--- src/rtl/bk_pkg.sv ---
// Shared types for the backup-RAM sequencer.
// State and trigger-source encodings, block size.
package bk_pkg;

    typedef enum logic [1:0] {
        IDLE,
        REQ,
        ACK,
        NEXT
    } bk_state_t;

    typedef enum logic [1:0] {
        SRC_DL,
        SRC_LOAD,
        SRC_SAVE,
        SRC_AUTO
    } bk_src_t;

    localparam int BLK_SHIFT = 9;

    function automatic logic src_is_load(bk_src_t s);
        return (s == SRC_DL) || (s == SRC_LOAD);
    endfunction

endpackage

--- src/rtl/bk_timer.sv ---
// Load/enable cycle timer: expire pulses on the CYCLES-th
// enabled cycle after the last load, then restarts.
module bk_timer #(
    parameter int CYCLES = 100
) (
    input  logic clk_sys,
    input  logic reset,
    input  logic load,
    input  logic en,
    output logic expire
);

    localparam int W = $clog2(CYCLES) + 1;
    localparam logic [W-1:0] LAST = W'(CYCLES - 1);

    logic [W-1:0] cnt;

    assign expire = en & ~load & (cnt == LAST);

    always_ff @(posedge clk_sys) begin
        if (!reset) begin
            cnt <= '0;
        end else if (load || expire) begin
            cnt <= '0;
        end else if (en) begin
            cnt <= cnt + 1'b1;
        end
    end

endmodule

--- src/rtl/bk_ram_sequencer.sv ---
// Backup-RAM transfer sequencer between the dual-port BSRAM and the
// HPS SD block interface: boot load, OSD load/save, timed autosave.
module bk_ram_sequencer #(
    parameter int AUTOSAVE_CYCLES = 64_000_000,
    parameter int ACK_TIMEOUT     = 2_000_000,
    parameter int LBA_BITS        = 15
) (
    input  logic        clk_sys,
    input  logic        reset,
    input  logic        ioctl_download,
    input  logic        img_mounted,
    input  logic        img_readonly,
    input  logic        img_size_nz,
    input  logic        bk_load_req,
    input  logic        bk_save_req,
    input  logic        autosave_en,
    input  logic        bsram_we,
    input  logic [23:0] ram_mask,
    input  logic        sd_ack,
    output logic [31:0] sd_lba,
    output logic        sd_rd,
    output logic        sd_wr,
    output logic        bk_ena,
    output logic        bk_loading,
    output logic        bk_busy,
    output logic        bk_dirty,
    output logic        bk_err
);

    import bk_pkg::*;

    bk_state_t           state;
    logic [LBA_BITS-1:0] lba;
    logic [LBA_BITS-1:0] last;
    logic                dl_q, ld_q, sv_q, ack_q;
    logic                ld_lvl, sv_lvl;
    logic                dl_rise, dl_fall;
    logic                ld_edge, sv_edge;
    logic                ack_rise, ack_fall;
    logic                auto_fire, tmo;
    logic                tmo_load, tmo_en;
    logic                auto_load, auto_en;
    logic                trig, is_load;
    logic                start, done;
    bk_src_t             src;
    logic                unused_mask;

    assign unused_mask = ^ram_mask[BLK_SHIFT-1:0];
    assign last        = ram_mask[BLK_SHIFT +: LBA_BITS];
    assign sd_lba      = {{(32 - LBA_BITS){1'b0}}, lba};
    assign bk_busy     = (state != IDLE);

    assign ld_lvl   = bk_load_req & bk_ena;
    assign sv_lvl   = bk_save_req & bk_ena;
    assign dl_rise  = ioctl_download & ~dl_q;
    assign dl_fall  = ~ioctl_download & dl_q;
    assign ld_edge  = ld_lvl & ~ld_q;
    assign sv_edge  = sv_lvl & ~sv_q;
    assign ack_rise = sd_ack & ~ack_q;
    assign ack_fall = ~sd_ack & ack_q;

    assign trig = (dl_fall & bk_ena) | ld_edge | sv_edge | auto_fire;

    always_comb begin
        src = SRC_AUTO;
        if (dl_fall && bk_ena) begin
            src = SRC_DL;
        end else if (ld_edge) begin
            src = SRC_LOAD;
        end else if (sv_edge) begin
            src = SRC_SAVE;
        end
    end

    assign is_load = src_is_load(src);
    assign start   = (state == IDLE) & trig & ~dl_rise;
    assign done    = (state == NEXT) & (lba >= last) & ~dl_rise;

    // Ack timer restarts on every state change and runs only while waiting.
    assign tmo_en   = (state == REQ) | (state == ACK);
    assign tmo_load = ~tmo_en | ((state == REQ) & ack_rise);

    assign auto_load = bsram_we | ~autosave_en;
    assign auto_en   = bk_dirty & autosave_en & bk_ena & ~bk_busy;

    bk_timer #(
        .CYCLES (ACK_TIMEOUT)
    ) u_ack_timer (
        .clk_sys (clk_sys),
        .reset   (reset),
        .load    (tmo_load),
        .en      (tmo_en),
        .expire  (tmo)
    );

    bk_timer #(
        .CYCLES (AUTOSAVE_CYCLES)
    ) u_auto_timer (
        .clk_sys (clk_sys),
        .reset   (reset),
        .load    (auto_load),
        .en      (auto_en),
        .expire  (auto_fire)
    );

    always_ff @(posedge clk_sys) begin
        if (!reset) begin
            dl_q  <= 1'b0;
            ld_q  <= 1'b0;
            sv_q  <= 1'b0;
            ack_q <= 1'b0;
        end else begin
            dl_q  <= ioctl_download;
            ld_q  <= ld_lvl;
            sv_q  <= sv_lvl;
            ack_q <= sd_ack;
        end
    end

    always_ff @(posedge clk_sys) begin
        if (!reset) begin
            bk_ena <= 1'b0;
        end else begin
            if (dl_rise) begin
                bk_ena <= 1'b0;
            end
            if (ioctl_download && img_mounted &&
                img_size_nz && !img_readonly) begin
                bk_ena <= 1'b1;
            end
        end
    end

    // A write in the same cycle as a save start still marks dirty.
    always_ff @(posedge clk_sys) begin
        if (!reset) begin
            bk_dirty <= 1'b0;
        end else begin
            if ((start && !is_load) || (done && bk_loading)) begin
                bk_dirty <= 1'b0;
            end
            if (bsram_we && !bk_loading) begin
                bk_dirty <= 1'b1;
            end
        end
    end

    always_ff @(posedge clk_sys) begin
        if (!reset) begin
            state      <= IDLE;
            lba        <= '0;
            sd_rd      <= 1'b0;
            sd_wr      <= 1'b0;
            bk_loading <= 1'b0;
            bk_err     <= 1'b0;
        end else if (dl_rise) begin
            state      <= IDLE;
            sd_rd      <= 1'b0;
            sd_wr      <= 1'b0;
            bk_loading <= 1'b0;
        end else begin
            unique case (state)
                IDLE: begin
                    if (trig) begin
                        lba        <= '0;
                        bk_loading <= is_load;
                        sd_rd      <= is_load;
                        sd_wr      <= ~is_load;
                        bk_err     <= 1'b0;
                        state      <= REQ;
                    end
                end
                REQ: begin
                    if (ack_rise) begin
                        sd_rd <= 1'b0;
                        sd_wr <= 1'b0;
                        state <= ACK;
                    end else if (tmo) begin
                        sd_rd      <= 1'b0;
                        sd_wr      <= 1'b0;
                        bk_loading <= 1'b0;
                        bk_err     <= 1'b1;
                        state      <= IDLE;
                    end
                end
                ACK: begin
                    if (ack_fall) begin
                        state <= NEXT;
                    end else if (tmo) begin
                        bk_loading <= 1'b0;
                        bk_err     <= 1'b1;
                        state      <= IDLE;
                    end
                end
                NEXT: begin
                    if (lba >= last) begin
                        bk_loading <= 1'b0;
                        state      <= IDLE;
                    end else begin
                        lba   <= lba + 1'b1;
                        sd_rd <= bk_loading;
                        sd_wr <= ~bk_loading;
                        state <= REQ;
                    end
                end
                default: state <= IDLE;
            endcase
        end
    end

endmodule

--- config.mk ---
export PLATFORM = sky130hd
export DESIGN_NAME = bk_ram_sequencer
export DESIGN_NICKNAME = d
export VERILOG_FILES = /design/src/rtl/bk_pkg.sv /design/src/rtl/bk_timer.sv /design/src/rtl/bk_ram_sequencer.sv
export SDC_FILE = /design/constraint.sdc
export NUM_CORES = 1
export LEC_CHECK = 0
export CORE_ASPECT_RATIO = 1.25
export CORE_UTILIZATION = 54
export CTS_CLUSTER_DIAMETER = 150
export CTS_CLUSTER_SIZE = 20
export DETAILED_ROUTE_END_ITERATION = 16
export HOLD_SLACK_MARGIN = 0.1
export PLACE_DENSITY = 0.79
export SLEW_MARGIN = 20
export SYNTH_ARGS = -nofsm -noshare
export SYNTH_HDL_FRONTEND = slang
export SYNTH_HIERARCHICAL = 1
export SYNTH_SLANG_ARGS = --single-unit
--- constraint.sdc ---
create_clock -name clk_sys -period 3.61 [get_ports clk_sys]
set_input_delay 0.5415 -clock clk_sys [delete_from_list [all_inputs] [get_ports clk_sys]]
set_output_delay 0.5415 -clock clk_sys [all_outputs]
set_load 0.05 [all_outputs]
Word-level counts from Yosys, hierarchy flattened
Cells that the tools add are included.
- output and inout bits: 39
- word-level logic and storage cells: 135
- input port bits: 35
- flip-flop bits (word level): 76
- add/subtract/negate cells: 3
- bitwise operators: 42
- equality and inequality tests: 12
- order comparisons: 1
- reductions and logical operators: 29
- muxes and demuxes: 34
- operators by type and width (operator ; count):
    $mux W15 ; 2
    $pmux W15 S2 ; 1
    $add A27 B1 Y27 const B ; 1
    $eq A27 B26 Y1 const B ; 1
    $add A22 B1 Y22 const B ; 1
    $eq A22 B21 Y1 const B ; 1
    $and A1 B1 Y1 ; 21
    $mux W1 ; 20
    $add A15 B1 Y15 const B ; 1
    $ge A15 B15 Y1 ; 1
    $not A1 Y1 ; 15
    $mux W2 ; 6
    $reduce_and A4 Y1 ; 3
    $pmux W1 S3 ; 3
    $ne A2 B2 Y1 const B ; 4
    $pmux W2 S4 ; 1
    $reduce_bool A2 Y1 ; 4
    $logic_and A1 B1 Y1 ; 7
    $or A1 B1 Y1 ; 6
    $reduce_bool A3 Y1 ; 2
    $reduce_or A2 Y1 ; 3
    $reduce_and A5 Y1 ; 1
    $eq A2 B1 Y1 const B ; 2
    $eq A2 B2 Y1 const B ; 2
    other kinds (6) ; 12

Depth between registers and ports, before layout
- depth after elaboration: 12
- mapped depth: 13
- mapped depth without buffers: 12

Modules after synthesis
The synthesis kept the hierarchy.
- by module, submodules not included (module ; times used ; cells each ; area each (sq um)):
    bk_ram_sequencer ; 1 ; 253 ; 1966.9
    bk_timer (u_auto_timer) ; 1 ; 161 ; 1321.3
    bk_timer (u_ack_timer) ; 1 ; 125 ; 1084.8

Worst setup path after synthesis
OpenSTA, ideal clock, no wires.
- kind: reg2reg
- start: register bk_ena
- end: register lba[3]
- stages on the path, launching flop included: 12
- arrival time: 3219 ps
- path slack: 322 ps
- period minus slack after synthesis: 3288 ps
- setup time: 70 ps
- buffers on the path: 2
- cell sequence: dfxtp_1 -> and4_1 -> nand4_1 -> or3_1 -> clkbuf_1 -> nor2_1 -> a31oi_1 -> and3_1 -> clkbuf_1 -> or3b_2 -> or3_1 -> a21oi_1
- cells in the longest elaborated chain, start to end: 7
- RTL lines (item ; RTL line ; text):
    start: declaration ; bk_ram_sequencer.sv:23 ; output logic bk_ena,
    start signal: assignment ; bk_ram_sequencer.sv:122 ; bk_ena <= 1'b0;
    start signal: assignment ; bk_ram_sequencer.sv:125 ; bk_ena <= 1'b0;
    start signal: assignment ; bk_ram_sequencer.sv:129 ; bk_ena <= 1'b1;
    $and A1 B1 Y1 (2 in a row) ; bk_ram_sequencer.sv:84 ; assign auto_en = bk_dirty & autosave_en & bk_ena & ~bk_busy;
    named net auto_en ; bk_ram_sequencer.sv:42 ; logic auto_load, auto_en;
    $and A1 B1 Y1 (2 in a row) ; bk_timer.sv:18 ; assign expire = en & ~load & (cnt == LAST);
    named net auto_fire ; bk_ram_sequencer.sv:40 ; logic auto_fire, tmo;
    $or A1 B1 Y1 ; bk_ram_sequencer.sv:62 ; assign trig = (dl_fall & bk_ena) | ld_edge | sv_edge | auto_fire;
    $ne A2 B2 Y1 (no source line) ; - ;
    $reduce_and A4 Y1 (no source line) ; - ;
    end signal: assignment ; bk_ram_sequencer.sv:200 ; lba <= lba + 1'b1;
    end: declaration ; bk_ram_sequencer.sv:33 ; logic [LBA_BITS-1:0] lba;
The timed path passes the listed nets, and every way through them passes these cells.
A chain may end at the register's enable or synchronous reset.

Worst setup path after layout
- start: register state[0]
- end: register lba[3]
- cells in the longest elaborated chain, start to end: 8
- RTL lines (item ; RTL line ; text):
    start: declaration ; bk_ram_sequencer.sv:32 ; bk_state_t state;
    start signal: assignment ; bk_ram_sequencer.sv:150 ; state <= IDLE;
    start signal: assignment ; bk_ram_sequencer.sv:157 ; state <= IDLE;
    start signal: assignment ; bk_ram_sequencer.sv:170 ; state <= REQ;
    $reduce_bool A2 Y1 ; bk_ram_sequencer.sv:51 ; assign bk_busy = (state != IDLE);
    $not A1 Y1 ; bk_ram_sequencer.sv:84 ;
    $and A1 B1 Y1 ; bk_ram_sequencer.sv:84 ;
    named net auto_en ; bk_ram_sequencer.sv:42 ;
    $and A1 B1 Y1 (2 in a row) ; bk_timer.sv:18 ;
    named net auto_fire ; bk_ram_sequencer.sv:40 ;
    $or A1 B1 Y1 ; bk_ram_sequencer.sv:62 ;
    $ne A2 B2 Y1 (no source line) ; - ;
    $reduce_and A4 Y1 (no source line) ; - ;
The timed path passes the listed nets, and every way through them passes these cells.

==> metrics.txt <==
# TYPE chip_impl_metric gauge
chip_impl_info{name="netlist_top_cells_area",value="dfxtp_1 (35%), ha_1 (6.3%), nor2_1 (4.7%), xnor2_1 (4.4%), a21oi_1 (4.0%)"} 1
chip_impl_metric{name="tritoncts_num_sinks",unit=""} 76
chip_impl_metric{name="n_fill_cell",unit=""} 705
chip_impl_metric{name="drt-total-wl",unit="mm"} 9.92
chip_impl_metric{name="share_of_layout_cells_above_drive_strength_1",unit="%"} 5.98
chip_impl_info{name="holdPathEnd",value="sd_wr"} 1
chip_impl_metric{name="met3_usage",unit="%"} 3.81
chip_impl_metric{name="gr-usage-met1",unit="%"} 29.8
chip_impl_metric{name="gp_routability_congestion",unit=""} 0.862
chip_impl_metric{name="finalCoreUtilization",unit="%"} 64.5
chip_impl_metric{name="nets",unit=""} 638
chip_impl_metric{name="cts_inserted_buffers",unit=""} 9
chip_impl_metric{name="dpl_cell_area",unit="sq um"} 4820
chip_impl_metric{name="synth-seq-area-share",unit="%"} 34.8
chip_impl_metric{name="cts-htree-levels",unit=""} 3
chip_impl_info{name="r2r_end",value="lba[3]"} 1
chip_impl_metric{name="tightestPinTransition",unit="ps"} 892
chip_impl_metric{name="grt_max_degree",unit=""} 21
chip_impl_metric{name="via_count",unit=""} 3994
chip_impl_metric{name="dpl.cell_count",unit=""} 665
chip_impl_metric{name="syn-cell-area",unit="sq um"} 4370
chip_impl_info{name="synth_top_cell_by_area",value="dfxtp_1"} 1
chip_impl_metric{name="p_switching",unit="uW"} 409
chip_impl_metric{name="worstPathArrival",unit="ps"} 3550
chip_impl_metric{name="timing.clock.skew",unit="ps"} 12.6
chip_impl_metric{name="initial_antenna_violation_count",unit=""} 0
chip_impl_metric{name="crit_fanout",unit=""} 10
chip_impl_metric{name="post_cts_buffers",unit=""} 0
chip_impl_metric{name="first_global_vias",unit=""} 3682
chip_impl_metric{name="drt-pass1-iter-count",unit=""} 5
chip_impl_metric{name="synth_top_area_share",unit="%"} 34.8
chip_impl_metric{name="grt.overflow.total",unit=""} 0
chip_impl_metric{name="clock.fmax",unit="MHz"} 305
chip_impl_metric{name="growth_of_design_area_from_synthesis_to_finish",unit="%"} 15.6
chip_impl_info{name="status",value="finished, final reports clean"} 1
chip_impl_metric{name="hpwlAfterDp",unit="mm"} 7.09
chip_impl_metric{name="report.final.slew_viol_count",unit=""} 0
chip_impl_info{name="setup.worst_path.start_class",value="flop"} 1
chip_impl_info{name="cts_tree",value="built"} 1
chip_impl_info{name="critical_path.reg2reg.startpoint",value="state[0]"} 1
chip_impl_metric{name="core_region_area",unit="sq um"} 7840
chip_impl_metric{name="period_share",unit="%"} 90.8
chip_impl_metric{name="syn-instance-count",unit=""} 539
chip_impl_metric{name="number_of_cell_instances_on_the_worst_register_to_register_path",unit=""} 11
chip_impl_metric{name="antenna_left",unit=""} 0
chip_impl_metric{name="first_pass_grt_wire_length",unit="mm"} 16.2
chip_impl_metric{name="clk_latency",unit="ps"} 350
chip_impl_metric{name="post_synthesis_cell_type_count",unit=""} 61
chip_impl_metric{name="finish.instance_area",unit="sq um"} 5060
chip_impl_metric{name="timing.final.hold_violations",unit=""} 0
chip_impl_metric{name="setup_total_negative_slack",unit="ps"} 0
chip_impl_info{name="timing_worst_setup_path_type",value="flop to flop"} 1
chip_impl_info{name="hp-start",value="sd_wr"} 1
chip_impl_metric{name="floorplan.die.width",unit="microns"} 82.5
chip_impl_metric{name="timing.slew.headroom",unit="%"} 40.1
chip_impl_info{name="grt_busiest_layer",value="met2"} 1
chip_impl_metric{name="first_iter_violations",unit=""} 167
chip_impl_info{name="layout_commonest_cell",value="dfxtp_1"} 1
chip_impl_metric{name="core.rowCount",unit=""} 36
chip_impl_metric{name="sequentialPowerShare",unit="%"} 47.6
chip_impl_metric{name="die-area",unit="sq um"} 8460
chip_impl_metric{name="io_pins",unit=""} 74
chip_impl_metric{name="die_h",unit="microns"} 103
chip_impl_metric{name="drt_drc",unit=""} 0
chip_impl_metric{name="combPwrFrac",unit="%"} 8.1
chip_impl_metric{name="clkTransAtPathRegs",unit="ps"} 80
chip_impl_metric{name="diodes",unit=""} 0
chip_impl_metric{name="setup-violations-final",unit=""} 0
chip_impl_metric{name="power_per_cell_area",unit="nW/um^2"} 351
chip_impl_metric{name="syn_area_per_cell",unit="sq um"} 8.11
chip_impl_metric{name="period_needed",unit="ps"} 3280
chip_impl_info{name="cts-root-buf",value="clkbuf_8"} 1
chip_impl_metric{name="hold_depth",unit=""} 2
chip_impl_metric{name="power.static_leakage",unit="nW"} 1.70
chip_impl_metric{name="irDropWorstVdd",unit="mV"} 0.336
chip_impl_metric{name="synthesis.yosys.warnings",unit=""} 6
chip_impl_metric{name="p_clk_share",unit="%"} 44.3
chip_impl_metric{name="max_cap_violations",unit=""} 0
chip_impl_metric{name="intPower",unit="mW"} 1.36
chip_impl_metric{name="place.port_buffers",unit=""} 47
chip_impl_metric{name="total_grt_usage",unit="%"} 24.4
chip_impl_metric{name="cts_hold_repair.buffers",unit=""} 0
chip_impl_info{name="layout.cells.most_common_list",value="dfxtp_1 (76), nor2_1 (55), clkdlybuf4s50_1 (47), inv_1 (38)"} 1
chip_impl_metric{name="critical_path_required",unit="ps"} 3880
chip_impl_metric{name="via_per_inst",unit=""} 5.87
chip_impl_metric{name="gr-usage-met2",unit="%"} 41.5
chip_impl_metric{name="ys_async_sr_fraction",unit="%"} 0
chip_impl_info{name="worst_hold_path_type",value="flop to flop"} 1
chip_impl_metric{name="final-instance-count-excl-fill",unit=""} 680
chip_impl_metric{name="p_total",unit="mW"} 1.77
chip_impl_info{name="end_kind",value="flop"} 1
chip_impl_metric{name="detail_route.wl_per_cell",unit="microns"} 14.6
chip_impl_metric{name="post_cts_resized",unit=""} 0
chip_impl_metric{name="setup_slack_of_the_most_critical_reg_to_reg_path",unit="ps"} 330
chip_impl_info{name="synth_flop_cell",value="dfxtp_1"} 1
chip_impl_metric{name="cts.path.max_buffers",unit=""} 2
chip_impl_metric{name="synth.ff_latch_count",unit=""} 76
chip_impl_metric{name="synth_enable_flop_cells",unit=""} 0
chip_impl_metric{name="swShare",unit="%"} 23.1
chip_impl_metric{name="initial_core_util",unit="%"} 55.8
chip_impl_info{name="rsz_0062_raised_after_global_routing",value="false"} 1
-- cells by family (layout without fill, tap and decap cells) --
kind of cell / after synthesis / count (layout) / synth area share, %
AO/OA/AOI/OAI: 98 / 98 / 13.9
XOR/XNOR: 31 / 31 / 6.21
adder cells (fa/ha/maj): 22 / 22 / 6.29
buffers and inverters: 75 / 105 / 8.81
flip-flops: 76 / 76 / 34.8
multiplexers: 6 / 6 / 1.37
other: 1 / 17 / 0.0858
AND/OR/NAND/NOR: 230 / 230 / 28.5
-- per-stage QoR --
step / setup WS (ps) / hold slack [ps]
after CTS: 331 / 484
after global routing: 138 / 502
after floorplan: 322 / 444
final: 333 / 484
after global placement: 230 / 460
after detailed placement: 190 / 470
-- power groups by stage --
stage          clock, mW  combinational (mW)  sequential [mW]
5_1_grt            0.831               0.156            0.845
2_1_floorplan          0               0.107            0.869
4_1_cts            0.801               0.144            0.844
3_3_place_gp           0               0.140            0.864
3_5_place_dp           0               0.142            0.864
6_report           0.785               0.144            0.844
-- registers in the layout (all words and copies together), names as in the netlist --
register and count:
sd_wr 1, dl_q 1, bk_ena 1, u_ack_timer/cnt 22
u_auto_timer/cnt 27, ack_q 1, state 2, lba 15
sd_rd 1, bk_err 1, ld_q 1, bk_loading 1
sv_q 1, bk_dirty 1
-- cell usage after synthesis (11+ instances only) --
cell type,number
a21oi_1,35
clkbuf_1,12
inv_1,38
nor2_1,55
nand4_1,23
or4_1,13
nand3_1,20
or3_1,18
xnor2_1,22
ha_1,22
o21ai_0,25
dfxtp_1,76
nor3_1,11
buf_4,19
nand2_1,35
-- layout make-up --
cell class                      instances  area (sq um)  area share (%)
Multi-Input combinational cell        404          2530            50.0
Inverter                               38           143            2.82
Tap cell                               95           119            2.35
Timing Repair Buffer                   52           508            10.0
Clock buffer                           11           141            2.80
Clock inverter                          4          97.6            1.93
Sequential cell                        76          1520            30.1
-- worst max path at each step --
| stage | start | endpoint | slack (ps) | cells after the start |
|---|---|---|---|---|
| after global routing | state[0] | lba[3] | 140 | 11 |
| after floorplan | bk_ena | lba[3] | 320 | 11 |
| final | state[0] | lba[3] | 330 | 11 |
| after CTS | state[0] | lba[3] | 330 | 11 |
| after global placement | autosave_en | lba[3] | 230 | 10 |
| after detailed placement | autosave_en | lba[3] | 190 | 10 |
-- per-layer routing --
| metal | up-vias | routed length [microns] |
|---|---|---|
| met4 | 0 | 78 |
| met5 | - | 0 |
| met2 | 102 | 5090 |
| li1 | 1972 | - |
| met1 | 1910 | 4330 |
| met3 | 10 | 418 |
-- worst max-delay path, cell delays in order (launching register included) --
cell     delay [ps]
dfxtp_1         340
inv_1           130
ha_1            350
and4_1          310
nand4_1         110
or3_1           410
nor2_1          150
a31oi_1         110
and3_1          330
or3b_2          500
or3_1           310
a21oi_1         150
Note: power is estimated with default switching activity, not from simulation.
